[src/rtl/mii_phy_mgmt_ctrl.sv]
// mii_phy_mgmt_ctrl
// Brings the MII PHY out of hardware reset, writes BMCR once over Clause 22
// MDIO, then keeps polling BMSR and publishes the latest value and link bit.
// All outputs come straight from registers. The FSM is split into a register
// process and a combinational next-value process.
// RESET_CYCLES and MDC_DIV must be at least 1. POST_RESET_CYCLES and
// POLL_CYCLES may be 0; a value of 0 skips the corresponding wait state.

module mii_phy_mgmt_ctrl #(
    parameter int unsigned MDC_DIV           = 25,
    parameter logic [4:0]  PHY_ADDR          = 5'd0,
    parameter logic [15:0] BMCR_VALUE        = 16'h1200,
    parameter int unsigned RESET_CYCLES      = 125000,
    parameter int unsigned POST_RESET_CYCLES = 625000,
    parameter int unsigned POLL_CYCLES       = 12500000
) (
    input  logic        clk,
    input  logic        rst,
    input  logic        i_restart,
    output logic        o_phy_reset_n,
    output logic        o_mdc,
    output logic        o_mdio_o,
    output logic        o_mdio_oe,
    input  logic        i_mdio_i,
    output logic        o_cfg_done,
    output logic        o_link_up,
    output logic [15:0] o_bmsr
);

    // One shared wait counter serves all three wait states. It is sized for
    // the longest wait and reloaded to zero on every state entry, so it never
    // wraps.
    localparam int unsigned WAIT_MAX_A = (RESET_CYCLES > POST_RESET_CYCLES) ? RESET_CYCLES : POST_RESET_CYCLES;
    localparam int unsigned WAIT_MAX   = (WAIT_MAX_A > POLL_CYCLES) ? WAIT_MAX_A : POLL_CYCLES;
    localparam int unsigned WAIT_W     = (WAIT_MAX > 1) ? $clog2(WAIT_MAX) : 1;
    localparam int unsigned CLK_W      = $clog2(2 * MDC_DIV);

    localparam logic [WAIT_W-1:0] WAIT_ZERO  = WAIT_W'(0);
    localparam logic [WAIT_W-1:0] WAIT_ONE   = WAIT_W'(1);
    localparam logic [WAIT_W-1:0] RST_LAST   = WAIT_W'(RESET_CYCLES - 1);
    localparam logic [WAIT_W-1:0] PWAIT_LAST = WAIT_W'(POST_RESET_CYCLES - 1);
    localparam logic [WAIT_W-1:0] POLL_LAST  = WAIT_W'(POLL_CYCLES - 1);

    localparam logic [CLK_W-1:0] CLK_ZERO  = CLK_W'(0);
    localparam logic [CLK_W-1:0] CLK_ONE   = CLK_W'(1);
    localparam logic [CLK_W-1:0] HALF_LAST = CLK_W'(MDC_DIV - 1);
    localparam logic [CLK_W-1:0] PER_LAST  = CLK_W'(2 * MDC_DIV - 1);

    // Bit 64 is the trailing idle bit period that follows every frame.
    localparam logic [6:0] BIT_IDLE = 7'd64;

    typedef enum logic [2:0] {
        ST_PHY_RST   = 3'd0,
        ST_PHY_WAIT  = 3'd1,
        ST_WR_BMCR   = 3'd2,
        ST_POLL_WAIT = 3'd3,
        ST_RD_BMSR   = 3'd4
    } state_t;

    state_t            state_r, state_s;
    logic [WAIT_W-1:0] wait_cnt_r, wait_cnt_s;
    logic [CLK_W-1:0]  clk_cnt_r, clk_cnt_s;
    logic [6:0]        bit_cnt_r, bit_cnt_s;
    logic [15:0]       shift_r, shift_s;
    logic              mdc_r, mdc_s;
    logic              mdio_o_r, mdio_o_s;
    logic              mdio_oe_r, mdio_oe_s;
    logic              phy_reset_n_r, phy_reset_n_s;
    logic              cfg_done_r, cfg_done_s;
    logic              link_up_r, link_up_s;
    logic [15:0]       bmsr_r, bmsr_s;
    logic              start_wr_s, start_rd_s;

    // Returns {oe, o} for frame bit bit_idx. Indices above 63 give the idle
    // levels. In a read frame the pads are released from TA onward.
    function automatic logic [1:0] bit_drive(input logic is_wr, input logic [6:0] bit_idx);
        logic [63:0] frame;
        logic [5:0]  pos;
        logic        oe;
        logic [1:0]  res;
        if (is_wr) begin
            frame = {32'hFFFF_FFFF, 2'b01, 2'b01, PHY_ADDR, 5'd0, 2'b10, BMCR_VALUE};
        end else begin
            frame = {32'hFFFF_FFFF, 2'b01, 2'b10, PHY_ADDR, 5'd1, 2'b11, 16'hFFFF};
        end
        pos = 6'd63 - bit_idx[5:0];
        if (bit_idx > 7'd63) begin
            res = 2'b01;
        end else begin
            oe  = is_wr | (bit_idx < 7'd46);
            res = {oe, (oe ? frame[pos] : 1'b1)};
        end
        return res;
    endfunction

    // State and output registers. rst clears everything, including o_bmsr.
    always_ff @(posedge clk) begin
        if (rst) begin
            state_r       <= ST_PHY_RST;
            wait_cnt_r    <= WAIT_ZERO;
            clk_cnt_r     <= CLK_ZERO;
            bit_cnt_r     <= 7'd0;
            shift_r       <= 16'h0000;
            mdc_r         <= 1'b0;
            mdio_o_r      <= 1'b1;
            mdio_oe_r     <= 1'b0;
            phy_reset_n_r <= 1'b0;
            cfg_done_r    <= 1'b0;
            link_up_r     <= 1'b0;
            bmsr_r        <= 16'h0000;
        end else begin
            state_r       <= state_s;
            wait_cnt_r    <= wait_cnt_s;
            clk_cnt_r     <= clk_cnt_s;
            bit_cnt_r     <= bit_cnt_s;
            shift_r       <= shift_s;
            mdc_r         <= mdc_s;
            mdio_o_r      <= mdio_o_s;
            mdio_oe_r     <= mdio_oe_s;
            phy_reset_n_r <= phy_reset_n_s;
            cfg_done_r    <= cfg_done_s;
            link_up_r     <= link_up_s;
            bmsr_r        <= bmsr_s;
        end
    end

    // Next-state and next-output logic: wait counting, MDC generation, bit
    // shifting, and frame-completion bookkeeping.
    always_comb begin
        state_s       = state_r;
        wait_cnt_s    = wait_cnt_r;
        clk_cnt_s     = clk_cnt_r;
        bit_cnt_s     = bit_cnt_r;
        shift_s       = shift_r;
        mdc_s         = mdc_r;
        mdio_o_s      = mdio_o_r;
        mdio_oe_s     = mdio_oe_r;
        phy_reset_n_s = phy_reset_n_r;
        cfg_done_s    = cfg_done_r;
        link_up_s     = link_up_r;
        bmsr_s        = bmsr_r;
        start_wr_s    = 1'b0;
        start_rd_s    = 1'b0;

        if (i_restart) begin
            // Abort: the sequence restarts from PHY reset. o_bmsr keeps its value.
            state_s       = ST_PHY_RST;
            wait_cnt_s    = WAIT_ZERO;
            clk_cnt_s     = CLK_ZERO;
            bit_cnt_s     = 7'd0;
            shift_s       = 16'h0000;
            mdc_s         = 1'b0;
            mdio_o_s      = 1'b1;
            mdio_oe_s     = 1'b0;
            phy_reset_n_s = 1'b0;
            cfg_done_s    = 1'b0;
            link_up_s     = 1'b0;
        end else begin
            case (state_r)
                ST_PHY_RST: begin
                    phy_reset_n_s = 1'b0;
                    if (wait_cnt_r == RST_LAST) begin
                        phy_reset_n_s = 1'b1;
                        wait_cnt_s    = WAIT_ZERO;
                        if (POST_RESET_CYCLES == 0) begin
                            start_wr_s = 1'b1;
                        end else begin
                            state_s = ST_PHY_WAIT;
                        end
                    end else begin
                        wait_cnt_s = wait_cnt_r + WAIT_ONE;
                    end
                end

                ST_PHY_WAIT: begin
                    if (wait_cnt_r == PWAIT_LAST) begin
                        start_wr_s = 1'b1;
                    end else begin
                        wait_cnt_s = wait_cnt_r + WAIT_ONE;
                    end
                end

                ST_POLL_WAIT: begin
                    if (wait_cnt_r == POLL_LAST) begin
                        start_rd_s = 1'b1;
                    end else begin
                        wait_cnt_s = wait_cnt_r + WAIT_ONE;
                    end
                end

                ST_WR_BMCR, ST_RD_BMSR: begin
                    if (clk_cnt_r == HALF_LAST) begin
                        // MDC rises here, except during the idle bit, when
                        // it stays low. Read data is sampled on this clock.
                        mdc_s     = (bit_cnt_r != BIT_IDLE);
                        clk_cnt_s = clk_cnt_r + CLK_ONE;
                        if ((state_r == ST_RD_BMSR) && (bit_cnt_r >= 7'd48) && (bit_cnt_r <= 7'd63)) begin
                            shift_s = {shift_r[14:0], i_mdio_i};
                        end else begin
                            shift_s = shift_r;
                        end
                    end else if (clk_cnt_r == PER_LAST) begin
                        mdc_s     = 1'b0;
                        clk_cnt_s = CLK_ZERO;
                        if (bit_cnt_r == BIT_IDLE) begin
                            // A full frame has completed, including the idle bit.
                            if (state_r == ST_WR_BMCR) begin
                                cfg_done_s = 1'b1;
                            end else begin
                                bmsr_s    = shift_r;
                                link_up_s = shift_r[2];
                            end
                            if (POLL_CYCLES == 0) begin
                                start_rd_s = 1'b1;
                            end else begin
                                state_s    = ST_POLL_WAIT;
                                wait_cnt_s = WAIT_ZERO;
                            end
                        end else begin
                            bit_cnt_s              = bit_cnt_r + 7'd1;
                            {mdio_oe_s, mdio_o_s}  = bit_drive(state_r == ST_WR_BMCR, bit_cnt_r + 7'd1);
                        end
                    end else begin
                        clk_cnt_s = clk_cnt_r + CLK_ONE;
                    end
                end

                default: begin
                    state_s       = ST_PHY_RST;
                    wait_cnt_s    = WAIT_ZERO;
                    mdc_s         = 1'b0;
                    mdio_o_s      = 1'b1;
                    mdio_oe_s     = 1'b0;
                    phy_reset_n_s = 1'b0;
                end
            endcase

            // Frame launch: bit 0 is driven on the entry clock, with MDC low.
            if (start_wr_s || start_rd_s) begin
                state_s               = start_wr_s ? ST_WR_BMCR : ST_RD_BMSR;
                wait_cnt_s            = WAIT_ZERO;
                clk_cnt_s             = CLK_ZERO;
                bit_cnt_s             = 7'd0;
                shift_s               = 16'h0000;
                mdc_s                 = 1'b0;
                {mdio_oe_s, mdio_o_s} = bit_drive(start_wr_s, 7'd0);
            end else begin
                state_s = state_s;
            end
        end
    end

    assign o_phy_reset_n = phy_reset_n_r;
    assign o_mdc         = mdc_r;
    assign o_mdio_o      = mdio_o_r;
    assign o_mdio_oe     = mdio_oe_r;
    assign o_cfg_done    = cfg_done_r;
    assign o_link_up     = link_up_r;
    assign o_bmsr        = bmsr_r;

endmodule

[config.mk]
export PLATFORM = sky130hd
export DESIGN_NAME = mii_phy_mgmt_ctrl
export DESIGN_NICKNAME = d
export VERILOG_FILES = /design/src/rtl/mii_phy_mgmt_ctrl.sv
export SDC_FILE = /design/constraint.sdc
export NUM_CORES = 1
export LEC_CHECK = 0
export ABC_AREA = 1
export CAP_MARGIN = 40
export CORE_AREA = 2 2 107 109
export CTS_CLUSTER_SIZE = 12
export DETAILED_ROUTE_END_ITERATION = 6
export DIE_AREA = 0 0 109 111
export PLACE_DENSITY = 0.67
export SETUP_SLACK_MARGIN = 0.05
export SLEW_MARGIN = 5
export SYNTH_ARGS = -nofsm -noshare
export SYNTH_HDL_FRONTEND = slang
export SYNTH_SLANG_ARGS = --single-unit
[constraint.sdc]
create_clock -name clk -period 2.4 [get_ports clk]
set_input_delay 0.36 -clock clk [delete_from_list [all_inputs] [get_ports clk]]
set_output_delay 0.36 -clock clk [all_outputs]
set_load 0.02 [all_outputs]
Yosys cells after proc, flatten, opt, wreduce, memory -nomap -nowiden
Index checks and enable logic that the tools add are counted.
{ "classes": {"n_reduce_logical": 19, "n_addsub": 4, "bitwise_logic": 6, "eq_ne": 24, "order_cmp": 5, "muxes": 47} }
{ "op_table": {"columns": ["operator", "count"], "rows": [
  ["64-bit two-way mux", 5],
  ["24-bit two-way mux", 6],
  ["24-bit case mux with 4 select lines", 1],
  ["30-bit two-way mux", 1],
  ["24-bit by 1-bit adder with 24-bit output, second input constant", 1],
  ["24-bit by 17-bit equality test with 1-bit output, second input constant", 1],
  ["24-bit by 20-bit equality test with 1-bit output, second input constant", 1],
  ["24-bit equality test, second input constant", 1],
  ["5-bit AND reduction", 4],
  ["1-bit two-way mux", 19],
  ["3-bit two-way mux", 6],
  ["3-bit inequality test, second input constant", 6],
  ["6-bit two-way mux", 2],
  ["2-bit inequality test, second input constant", 5],
  ["3-bit case mux with 3 select lines", 1],
  ["1-bit case mux with 2 select lines", 4],
  ["4-bit AND reduction", 2],
  ["7-bit by 1-bit adder with 7-bit output, second input constant", 1],
  ["7-bit equality test, second input constant", 1],
  ["7-bit by 6-bit greater-or-equal comparator with 1-bit output, second input constant", 1],
  ["7-bit by 6-bit > comparator with 1-bit output, second input constant", 1],
  ["7-bit by 6-bit <= comparator with 1-bit output, second input constant", 1],
  ["6-bit by 7-bit < comparator with 1-bit output, second input constant", 1],
  ["7-bit by 6-bit < comparator with 1-bit output, second input constant", 1],
  ["22 further kinds", 32]
]} }
{ "word_totals": {"out_inout_bits": 22, "wordCells": 117, "inputBits": 4, "reg_bits": 78} }

Longest topological paths before layout
Gate-level depths: netlist of the first run.
{ "depth": {"word_depth": 16, "ltp_mapped": 14, "ltp_nobuf": 13} }

Least setup slack after synthesis of the first run
Ideal clock, no wire load.
{ "synth_path": {"kind": "reg-to-reg", "start": "register wait_cnt_r[0]", "end": "register wait_cnt_r[22]", "t_arrival_ns": 1.690, "required_ns": 2.278, "n_path_buf": 3, "setup_ns": 0.122, "synth_period_minus_slack_ns": 1.811, "path_slack_ns": 0.589, "path_stages_with_launch": 13, "path_cell_list": "dfxtp_1 ha_1 nand2_2 nor2_1 nand2_1 nor2_2 nand2_2 and2_4 buf_6 nand2_4 buf_8 buf_8 a21oi_2"} }
{ "synth_between": {"elab_chain_len": 6, "word_cells_on_any_way": 19, "cone_classes": "add/sub (1); eq/ne (5); mux (10); reduce/logical (3)"} }
{ "synth_lines": {"columns": ["item", "line", "text"], "rows": [
  ["from (decl)", "61", "logic [WAIT_W-1:0] wait_cnt_r, wait_cnt_s;"],
  ["from (signal assigned)", "113", "wait_cnt_r <= wait_cnt_s;"],
  ["branches (longest 6 deep; another with 24-bit by 1-bit adder with 24-bit output)", null, null]
]} }
Parallel ways; which one is timed is not known. The select of a mux whose other input is x is not followed.
A chain may end at the register's enable or synchronous reset.

Final worst setup path of the first run
{ "layout_path": {"start": "register wait_cnt_r[0]", "end": "register wait_cnt_r[17]"} }
The elaborated chain is that of the path after synthesis.

==> metrics.cfg, run 1 <==
[route]
vias_per_cell = 5.17
routed_wl_um = 13300
vias = 4724
wl_per_cell_um = 14.5
first_pass_iters = 5
ant_nets = 0
drt_iter0_markers = 248
drc = 0

[die]
dieArea_um2 = 12100
fp.dieH_um = 111
coreArea_um2 = 11100
die-width_um = 109
initial_core_util_pct = 43.7
num_io_pins = 26
fp-row-count = 39

[finish]
utilization_pct = 49.3
nets = 778
final_cell_count_no_fill = 914
layout_commonest_cell = nand2_1
drive_gt1_share_pct = 11.0
diodes = 0
area_growth_pct = 12.8
final_cell_mix = nand2_1, nor2_1, inv_1, dfxtp_1, nand3_1

[pwr]
max-vdd-ir-drop_v = 0.000568
cellLeakagePower_nw = 2.14
cellPowerDensity_nw_per_um2 = 499
finalPower_mw = 2.72

[synth]
synth_area_um2 = 4840
synthArstFlopShare_pct = 0
synth_nets = 761
yosysWarningCount = 0
synthCells = 749
postSynthAreaPerCell_um2 = 6.46
ys.flop_type = dfxtp_1
yosysSeqAreaShare_pct = 32.3
synth_edf_count = 0
synth.distinct_cells = 40
synth-seq-cells = 78

[placed_design]
dp_cells = 898
hpwl_um = 9960
place.gp.congestion = 0.992
portBuffers = 25

[critical_path]
r2r_start = wait_cnt_r[0]
arrival_ns = 2.36
ff2ff_setup_slack_ns = 0.29
critPathKind = flip-flop to flip-flop
worst_setup_path_start_kind = flip-flop
cp-end-kind = flip-flop
cp-startpoint = wait_cnt_r[0]
path_max_fanout = 7
worstPathRequired_ns = 2.64

[sta]
finalCriticalPeriod_ns = 2.11
finalSetupViolCount = 0
tightestPinTransition_ns = 0.532
hold_viol = 0
rsz0062_at_grt = no
fin_crit_sh_pct = 88.1
whs_ns = 0.457
slew_violations = 0
fin_skew_ns = 0.00951
slew_headroom_pct = 64.5
setup_tns_ns = 0
fmax_mhz = 473

[global_routing]
grt_usage_pct = 23.7
grt_max_degree = 33
antenna_found_initial = 0
grt_pass1_vias = 4526
grt_pass1_wl_um = 22500
grt_overflow_total = 0

[clocking]
cts_tree = built
clock-sinks = 78
clkTransAtPathRegs_ns = 0.06
clk_latency_ns = 0.35
root_buffer = clkbuf_16
cts_buffer_depth = 2
cts_buffers = 9
cts_max_level = 3

[status]
outcome = finished clean

[run]
maxCapViolCount = 0

[worst_hold_path]
hp-start = o_bmsr[10]
hold_path.class = flip-flop to flip-flop

-- Yosys cell counts, types with 6 or more instances --
library cell / instances / area [um^2]
a211oi_1: 17 / 128
a21oi_1: 24 / 120
a21oi_2: 19 / 166
buf_2: 10 / 50.1
buf_4: 6 / 45.0
clkbuf_1: 9 / 33.8
dfxtp_1: 78 / 1560
ha_1: 8 / 100
inv_1: 90 / 338
inv_2: 6 / 22.5
nand2_1: 179 / 672
nand2_2: 15 / 93.8
nand3_1: 43 / 215
nand4_1: 17 / 106
nor2_1: 131 / 492
nor3_1: 11 / 55.1
o21ai_0: 36 / 180
xor2_1: 12 / 105
-- worst paths after layout --
path / cells past startpoint / endpoint
worst max-delay path: 12 / wait_cnt_r[17]
worst min-delay path: 2 / o_bmsr[10]
worst max register to register: 12 / wait_cnt_r[17]
worst min register to register: 2 / o_bmsr[10]
-- stage by stage --
| step | cell area, um^2 | setup slack, ns |
|---|---|---|
| after floorplan | 4840 | 0.589 |
| after CTS | 5460 | 0.225 |
| after global routing | 5460 | 0.0939 |
| final | 5460 | 0.286 |
| after detailed placement | 5160 | 0.236 |
| after global placement | 5150 | 0.262 |
-- state kept, by name, summed over array words and instances, names as in the netlist, 3 cells and up --
signal and flops:
wait_cnt_r 24, bit_cnt_r 7, o_bmsr 16, state_r 3, clk_cnt_r 6, shift_r 16
-- worst max-delay path, stage by stage, from the launching register on --
cell,delay [ns]
dfxtp_1,0.41
ha_2,0.29
nand2_2,0.10
inv_1,0.15
nand2_1,0.09
nor3_1,0.21
nand2_1,0.10
nand2_1,0.12
nand3_1,0.17
nand2_1,0.23
nor2_1,0.06
nand2_1,0.06
inv_1,0.04
-- per-layer routing --
layer  track usage [%]  vias to the layer above  wire, um
li1                  -                     2416         -
met1              31.3                     2159      6090
met2              38.1                      121      6260
met3              3.88                       28       596
met4              9.74                        0       346
met5                 0                        -         0
-- area by class of cell --
| cell class | instances | area (um^2) |
|---|---|---|
| fillers | 1142 | 5620 |
| flip-flops and latches | 78 | 1560 |
| multi-input cells | 540 | 2680 |
| well taps | 143 | 179 |
| clock inverters | 7 | 71.3 |
| repair buffers | 40 | 383 |
| clock buffers | 9 | 225 |
| inverters | 97 | 364 |
-- logic make-up (layout without fill, tap and decap cells) --
group / count (synthesis) / count (layout) / share of synthesized area, %
mux: 1 / 1 / 0.207
buf+inv: 131 / 153 / 12.6
fa+ha+maj: 8 / 8 / 2.07
flops: 78 / 78 / 32.3
simple gates: 410 / 410 / 36.7
xor+xnor: 12 / 12 / 2.17
compound gates: 109 / 109 / 14.1
-- report_power, final --
group	switching [mW]	internal (mW)	leakage, nW
Sequential	0.00220	1.30	0.628
Clock	0.567	0.809	0.150
Combinational	0.0336	0.0178	1.36
-- what timing repair did --
item,4_1_cts,5_1_grt
hold buffers,0,0
endpoints found under the hold margin,0,0
setup buffers,0,0
resized for setup,0,1
endpoints found under the setup margin,0,2
(Power assumes the default switching activity.)
==> run 2, diff against run 1 <==
--- a/config.mk
+++ b/config.mk
@@ -8,6 +8,7 @@
 export ABC_AREA = 1
 export CAP_MARGIN = 40
 export CORE_AREA = 2 2 107 109
+export CTS_CLUSTER_DIAMETER = 30
 export CTS_CLUSTER_SIZE = 12
 export DETAILED_ROUTE_END_ITERATION = 6
 export DIE_AREA = 0 0 109 111
==> results of run 2 <==
Same layout as run 1: the final DEF is identical, and so are final timing and power.
